[src/rtl/rd53_frame_scheduler.sv]
// rd53_frame_scheduler
// Shares one 16-bit frame slot per serializer pull between external triggers,
// the command-word stream and sync/no-op fillers. Syncs are inserted at least
// every SYNC_INTERVAL non-sync frames, but never inside a multi-frame packet.
//
// Ports:
//   i_cmd_clk       command clock, rising edge
//   i_rst           asynchronous active-high reset
//   i_enable        allow new packets to start
//   i_frame_rd      single-cycle pull strobe from the serializer
//   o_frame         frame to serialize (registered)
//   o_frame_type    0 sync, 1 trigger, 2 command, 3 no-op (registered)
//   i_trig_req      trigger pending, held until acknowledged
//   i_trig_pattern  bunch-crossing mask, 0 means no trigger
//   i_trig_tag      trigger tag, low byte of the trigger frame
//   o_trig_ack      combinational trigger-consumed strobe
//   i_cmd_valid     command word available
//   i_cmd_data      command word
//   i_cmd_last      last word of its packet
//   o_cmd_ready     combinational command-consumed strobe
//   o_in_packet     a packet is open (registered)
//   o_underrun_cnt  saturating count of no-ops emitted inside packets
module rd53_frame_scheduler #(
    parameter int unsigned SYNC_INTERVAL = 32
) (
    input  logic        i_cmd_clk,
    input  logic        i_rst,
    input  logic        i_enable,
    input  logic        i_frame_rd,
    output logic [15:0] o_frame,
    output logic [1:0]  o_frame_type,
    input  logic        i_trig_req,
    input  logic [3:0]  i_trig_pattern,
    input  logic [7:0]  i_trig_tag,
    output logic        o_trig_ack,
    input  logic        i_cmd_valid,
    input  logic [15:0] i_cmd_data,
    input  logic        i_cmd_last,
    output logic        o_cmd_ready,
    output logic        o_in_packet,
    output logic [7:0]  o_underrun_cnt
);

    localparam int unsigned FRAME_W = 16;
    localparam int unsigned TYPE_W  = 2;
    localparam int unsigned CNT_W   = 8;

    localparam logic [FRAME_W-1:0] SYNC_WORD  = 16'h817E;
    localparam logic [FRAME_W-1:0] NOOP_WORD  = 16'h6969;
    localparam logic [CNT_W-1:0]   CNT_MAX    = 8'hFF;
    localparam logic [CNT_W-1:0]   SYNC_LIMIT = CNT_W'(SYNC_INTERVAL);

    localparam logic [TYPE_W-1:0] FT_SYNC = 2'd0;
    localparam logic [TYPE_W-1:0] FT_TRIG = 2'd1;
    localparam logic [TYPE_W-1:0] FT_CMD  = 2'd2;
    localparam logic [TYPE_W-1:0] FT_NOOP = 2'd3;

    typedef enum logic {
        ST_IDLE   = 1'b0,
        ST_PACKET = 1'b1
    } state_e;

    state_e               r_state;
    state_e               w_state_next;
    logic [FRAME_W-1:0]   r_frame;
    logic [TYPE_W-1:0]    r_frame_type;
    logic [CNT_W-1:0]     r_since_sync;
    logic [CNT_W-1:0]     r_underrun_cnt;

    logic [FRAME_W-1:0]   w_frame_next;
    logic [TYPE_W-1:0]    w_type_next;
    logic                 w_trig_ack;
    logic                 w_cmd_ready;
    logic                 w_load_sync;
    logic                 w_load_other;
    logic                 w_load_noop;
    logic                 w_trig_valid;
    logic                 w_sync_due;
    logic [7:0]           w_trig_symbol;

    // A zero pattern carries no bunch crossing, so the request is ignored.
    assign w_trig_valid = i_trig_req && (i_trig_pattern != 4'd0);
    assign w_sync_due   = (r_since_sync >= SYNC_LIMIT);

    // Trigger pattern to 8-bit trigger symbol.
    always_comb begin
        w_trig_symbol = 8'h00;
        case (i_trig_pattern)
            4'd1:    w_trig_symbol = 8'h2B;
            4'd2:    w_trig_symbol = 8'h2D;
            4'd3:    w_trig_symbol = 8'h2E;
            4'd4:    w_trig_symbol = 8'h33;
            4'd5:    w_trig_symbol = 8'h35;
            4'd6:    w_trig_symbol = 8'h36;
            4'd7:    w_trig_symbol = 8'h39;
            4'd8:    w_trig_symbol = 8'h3A;
            4'd9:    w_trig_symbol = 8'h3C;
            4'd10:   w_trig_symbol = 8'h4B;
            4'd11:   w_trig_symbol = 8'h4D;
            4'd12:   w_trig_symbol = 8'h4E;
            4'd13:   w_trig_symbol = 8'h53;
            4'd14:   w_trig_symbol = 8'h55;
            4'd15:   w_trig_symbol = 8'h56;
            default: w_trig_symbol = 8'h00;
        endcase
    end

    // Packet state register.
    always_ff @(posedge i_cmd_clk or posedge i_rst) begin
        if (i_rst) begin
            r_state <= ST_IDLE;
        end else begin
            r_state <= w_state_next;
        end
    end

    // Per-pull arbitration: trigger, then sync (outside packets only),
    // then command word, then no-op filler inside an open packet.
    always_comb begin
        w_state_next = r_state;
        w_frame_next = r_frame;
        w_type_next  = r_frame_type;
        w_trig_ack   = 1'b0;
        w_cmd_ready  = 1'b0;
        w_load_sync  = 1'b0;
        w_load_other = 1'b0;
        w_load_noop  = 1'b0;
        if (i_frame_rd) begin
            if (w_trig_valid) begin
                w_frame_next = {w_trig_symbol, i_trig_tag};
                w_type_next  = FT_TRIG;
                w_trig_ack   = 1'b1;
                w_load_other = 1'b1;
            end else if ((r_state == ST_IDLE) &&
                         (w_sync_due || !i_enable || !i_cmd_valid)) begin
                w_frame_next = SYNC_WORD;
                w_type_next  = FT_SYNC;
                w_load_sync  = 1'b1;
            end else if (i_cmd_valid) begin
                // Outside a packet, reaching here implies i_enable is set.
                w_frame_next = i_cmd_data;
                w_type_next  = FT_CMD;
                w_cmd_ready  = 1'b1;
                w_load_other = 1'b1;
                w_state_next = i_cmd_last ? ST_IDLE : ST_PACKET;
            end else begin
                // Only reachable with a packet open and no word available.
                w_frame_next = NOOP_WORD;
                w_type_next  = FT_NOOP;
                w_load_other = 1'b1;
                w_load_noop  = 1'b1;
            end
        end
    end

    // Frame output and counters.
    always_ff @(posedge i_cmd_clk or posedge i_rst) begin
        if (i_rst) begin
            r_frame        <= SYNC_WORD;
            r_frame_type   <= FT_SYNC;
            r_since_sync   <= '0;
            r_underrun_cnt <= '0;
        end else begin
            r_frame      <= w_frame_next;
            r_frame_type <= w_type_next;
            if (w_load_sync) begin
                r_since_sync <= '0;
            end else if (w_load_other && (r_since_sync != CNT_MAX)) begin
                r_since_sync <= r_since_sync + CNT_W'(1);
            end
            if (w_load_noop && (r_underrun_cnt != CNT_MAX)) begin
                r_underrun_cnt <= r_underrun_cnt + CNT_W'(1);
            end
        end
    end

    assign o_frame        = r_frame;
    assign o_frame_type   = r_frame_type;
    assign o_trig_ack     = w_trig_ack;
    assign o_cmd_ready    = w_cmd_ready;
    assign o_in_packet    = (r_state == ST_PACKET);
    assign o_underrun_cnt = r_underrun_cnt;

endmodule

[config.mk]
export PLATFORM = sky130hd
export DESIGN_NAME = rd53_frame_scheduler
export DESIGN_NICKNAME = d
export VERILOG_FILES = /design/src/rtl/rd53_frame_scheduler.sv
export SDC_FILE = /design/constraint.sdc
export NUM_CORES = 1
export LEC_CHECK = 0
export ABC_AREA = 1
export CAP_MARGIN = 20
export CORE_MARGIN = 1
export CORE_UTILIZATION = 59
export CTS_CLUSTER_SIZE = 8
export DETAILED_ROUTE_END_ITERATION = 8
export DONT_BUFFER_PORTS = 1
export PLACE_DENSITY = 0.75
export SLEW_MARGIN = 30
export SYNTH_ARGS = -nofsm -noshare
export SYNTH_HDL_FRONTEND = slang
export SYNTH_SLANG_ARGS = --single-unit
[constraint.sdc]
create_clock -name i_cmd_clk -period 3.43 [get_ports i_cmd_clk]
set_input_delay 1.029 -clock i_cmd_clk [delete_from_list [all_inputs] [get_ports i_cmd_clk]]
set_output_delay 1.029 -clock i_cmd_clk [all_outputs]
set_load 0.02 [all_outputs]
==> metrics.yaml, run 1 <==
worstPathBufferInverterCount: 1
path_max_fanout: 13
die_h_microns: 64.1
seq_power_share: 0.543
slew-limit-headroom: 0.557
hold_class: "reg2reg"
fin_nets: 360
grt_pass1_vias: 1789
p_total_mw: 1.18
slowest_stage: "ha_1"
worst_pin_slew_ns: 0.663
grt_usage: 0.252
intPower_mw: 0.729
layout_commonest_cell: "nand2_1"
holdWs_ns: 0.536
root_buffer: "clkbuf_8"
drv_cap: 0
portBuffers: 0
setup_viol: 0
peakVddDrop_mv: 0.208
critPathLaunch: "i_trig_pattern[1]"
cpPeakStageDelay_ns: 0.26
crit_path_start_kind: "primary input"
p_leak_nw: 1.28
clk_pin_slew_ns: 0.06
grt_pass1_wl_mm: 8.01
route.vias.total: 1917
drt_iter0_markers: 134
cts_tree: "yes"
drc: 0
synth.distinct_cells: 32
drive_gt1_frac: 0.107
htree_levels: 2
wl_per_cell_microns: 12.7
hold_viol: 0
reg2reg_depth: 8
cp_cell_sequence: "inv_1 -> ha_1 -> nand2_2 -> nand2_4 -> nand2_2 -> nor2_4"
swShare: 0.381
cts_made_buffers: 5
synth.cell_area_sq_um: 2280
syn-num-nets: 361
dieArea_sq_um: 4110
ys_warn_count: 0
final_util: 0.643
timing.fmax_ghz: 0.326
ant_nets: 0
rsz0062_at_grt: "no"
coreArea_sq_um: 3690
drt_wl_total_mm: 4.64
min_period_ns: 3.06
gp_congestion: 0.862
holdPathEnd: "o_frame[8]"
setup.worst_path.class: "in2out"
hp-start: "o_frame[8]"
insertedDiodeCount: 0
placed_area_sq_um: 2290
power_frac_clock: 0.246
placed_cells: 357
drv_slew: 0
vias_per_cell: 5.25
setup_slack_ns: 0.367
ctsHoldBuffers: 0
ctsLongestPathBuffers: 2
pre_cts_ws_ns: 0.377
endpoint_kind: "primary output"
avgSynthCellArea_sq_um: 7.18
die_width_microns: 64.1
pwr-share-comb: 0.211
finalNonFillerCells: 365
layout_common_cells: "nand2_1, inv_1, nor2_1, nand3_1, dfrtp_1"
rows: 22
seq_area_frac_synth: 0.389
power.density_nw_per_um2: 497
clock_sinks: 35
critical_path.top_delay_family: "simple AND/OR/NAND/NOR gates"
crit_required_ns: 2.40
finClkSkew_ns: 0.00558
firstDrtPassIters: 4
crit_top_cell: "nand2_2"
grt_max_degree: 25
start_util: 0.617
synth-seq-cells: 35
io_pins: 64
r2r-start: "r_since_sync[0]"
syn_inst: 317
worstPathArrival_ns: 2.03
insertion_delay_ns: 0.29
r2r_slack_ns: 1.84
syn_to_final_growth_pct: 4.18
overflow: 0
antenna_found_initial: 0
p_switching_mw: 0.449
ctsResizeCount: 0
cp.depth: 6
fin_area_sq_um: 2370
tns_ns: 0
cts_setup_buffers: 0
final.period_utilization: 0.893
holdPathStages: 2
r2r_end: "r_since_sync[4]"
status: "complete, no violations"
dp.final_hpwl_mm: 3.48
## logic make-up after synthesis
group           share of synthesized area
simple gates                        0.386
buf+inv                            0.0880
flops                               0.389
compound gates                     0.0528
xor+xnor                           0.0346
fa+ha+maj                          0.0495
## Yosys cell counts, drive strengths merged
master	number	area (sq um)
nand2	114	448
buf	6	41.3
or2	5	31.3
nand4	8	56.3
ha	9	113
inv	39	146
nand3	30	150
xor2	7	61.3
o22ai	3	18.8
dfrtp	27	676
nand3b	2	15.0
a21boi	2	15.0
o21ai	6	30.0
o2111ai	2	17.5
xnor2	2	17.5
nor3	2	10.0
a31oi	1	6.26
a21oi	5	25.0
nor2	35	168
clkbuf	3	12.5
dfstp	8	210
a22oi	1	7.51
## state kept, by name, indices dropped and copies added, names as in the netlist
name	flops
o_underrun_cnt	8
o_frame	16
o_in_packet	1
r_since_sync	8
o_frame_type	2
## worst max-delay path by stage
stage             endpoint  slack, ns
3_5_place_dp   o_cmd_ready       0.38
2_1_floorplan  o_cmd_ready       0.62
4_1_cts        o_cmd_ready       0.37
6_report       o_cmd_ready       0.37
3_3_place_gp   o_cmd_ready       0.42
5_1_grt        o_cmd_ready       0.27
## worst min-delay path: cells and delay by family, from the launching register on
kind	cells	cell delay, ns
simple gates	2	0.12
flops	1	0.41
## routing by layer
| metal | up-vias | wire, microns | GRT usage | part of all wire |
|---|---|---|---|---|
| met3 | 4 | 407 | 0.0839 | 0.088 |
| met5 | - | 0 | 0 | 0 |
| met1 | 854 | 2180 | 0.354 | 0.47 |
| met2 | 67 | 2030 | 0.372 | 0.44 |
| met4 | 0 | 21 | 0.0667 | 0.0045 |
| li1 | 992 | - | - | - |
## power by group through the flow
stage               sequential (mW)  combinational (mW)  clock (mW)
floorplan                     0.619               0.232           0
finish                        0.640               0.249       0.290
global placement              0.645               0.242           0
CTS                           0.640               0.251       0.298
global route                  0.650               0.294       0.313
detailed placement            0.646               0.251           0
## cell type report
cell class	count	area, sq um
Multi-Input combinational cell	234	1190
Clock buffer	7	76.3
Inverter	39	146
Timing Repair Buffer	1	7.51
Clock inverter	1	5.00
Fill cell	332	1320
Tap cell	48	60.1
Sequential cell	35	886
Power figures use the tool's default switching activity.
==> inputs of run 2 (changes only) <==
--- a/config.mk
+++ b/config.mk
@@ -6,7 +6,8 @@
 export NUM_CORES = 1
 export LEC_CHECK = 0
 export ABC_AREA = 1
-export CAP_MARGIN = 20
+export ABC_CLOCK_PERIOD_IN_PS = 3430
+export CAP_MARGIN = 5
 export CORE_MARGIN = 1
 export CORE_UTILIZATION = 59
 export CTS_CLUSTER_SIZE = 8
==> results of run 2 <==
The final DEF is identical to that of run 1; final timing and power are the same.
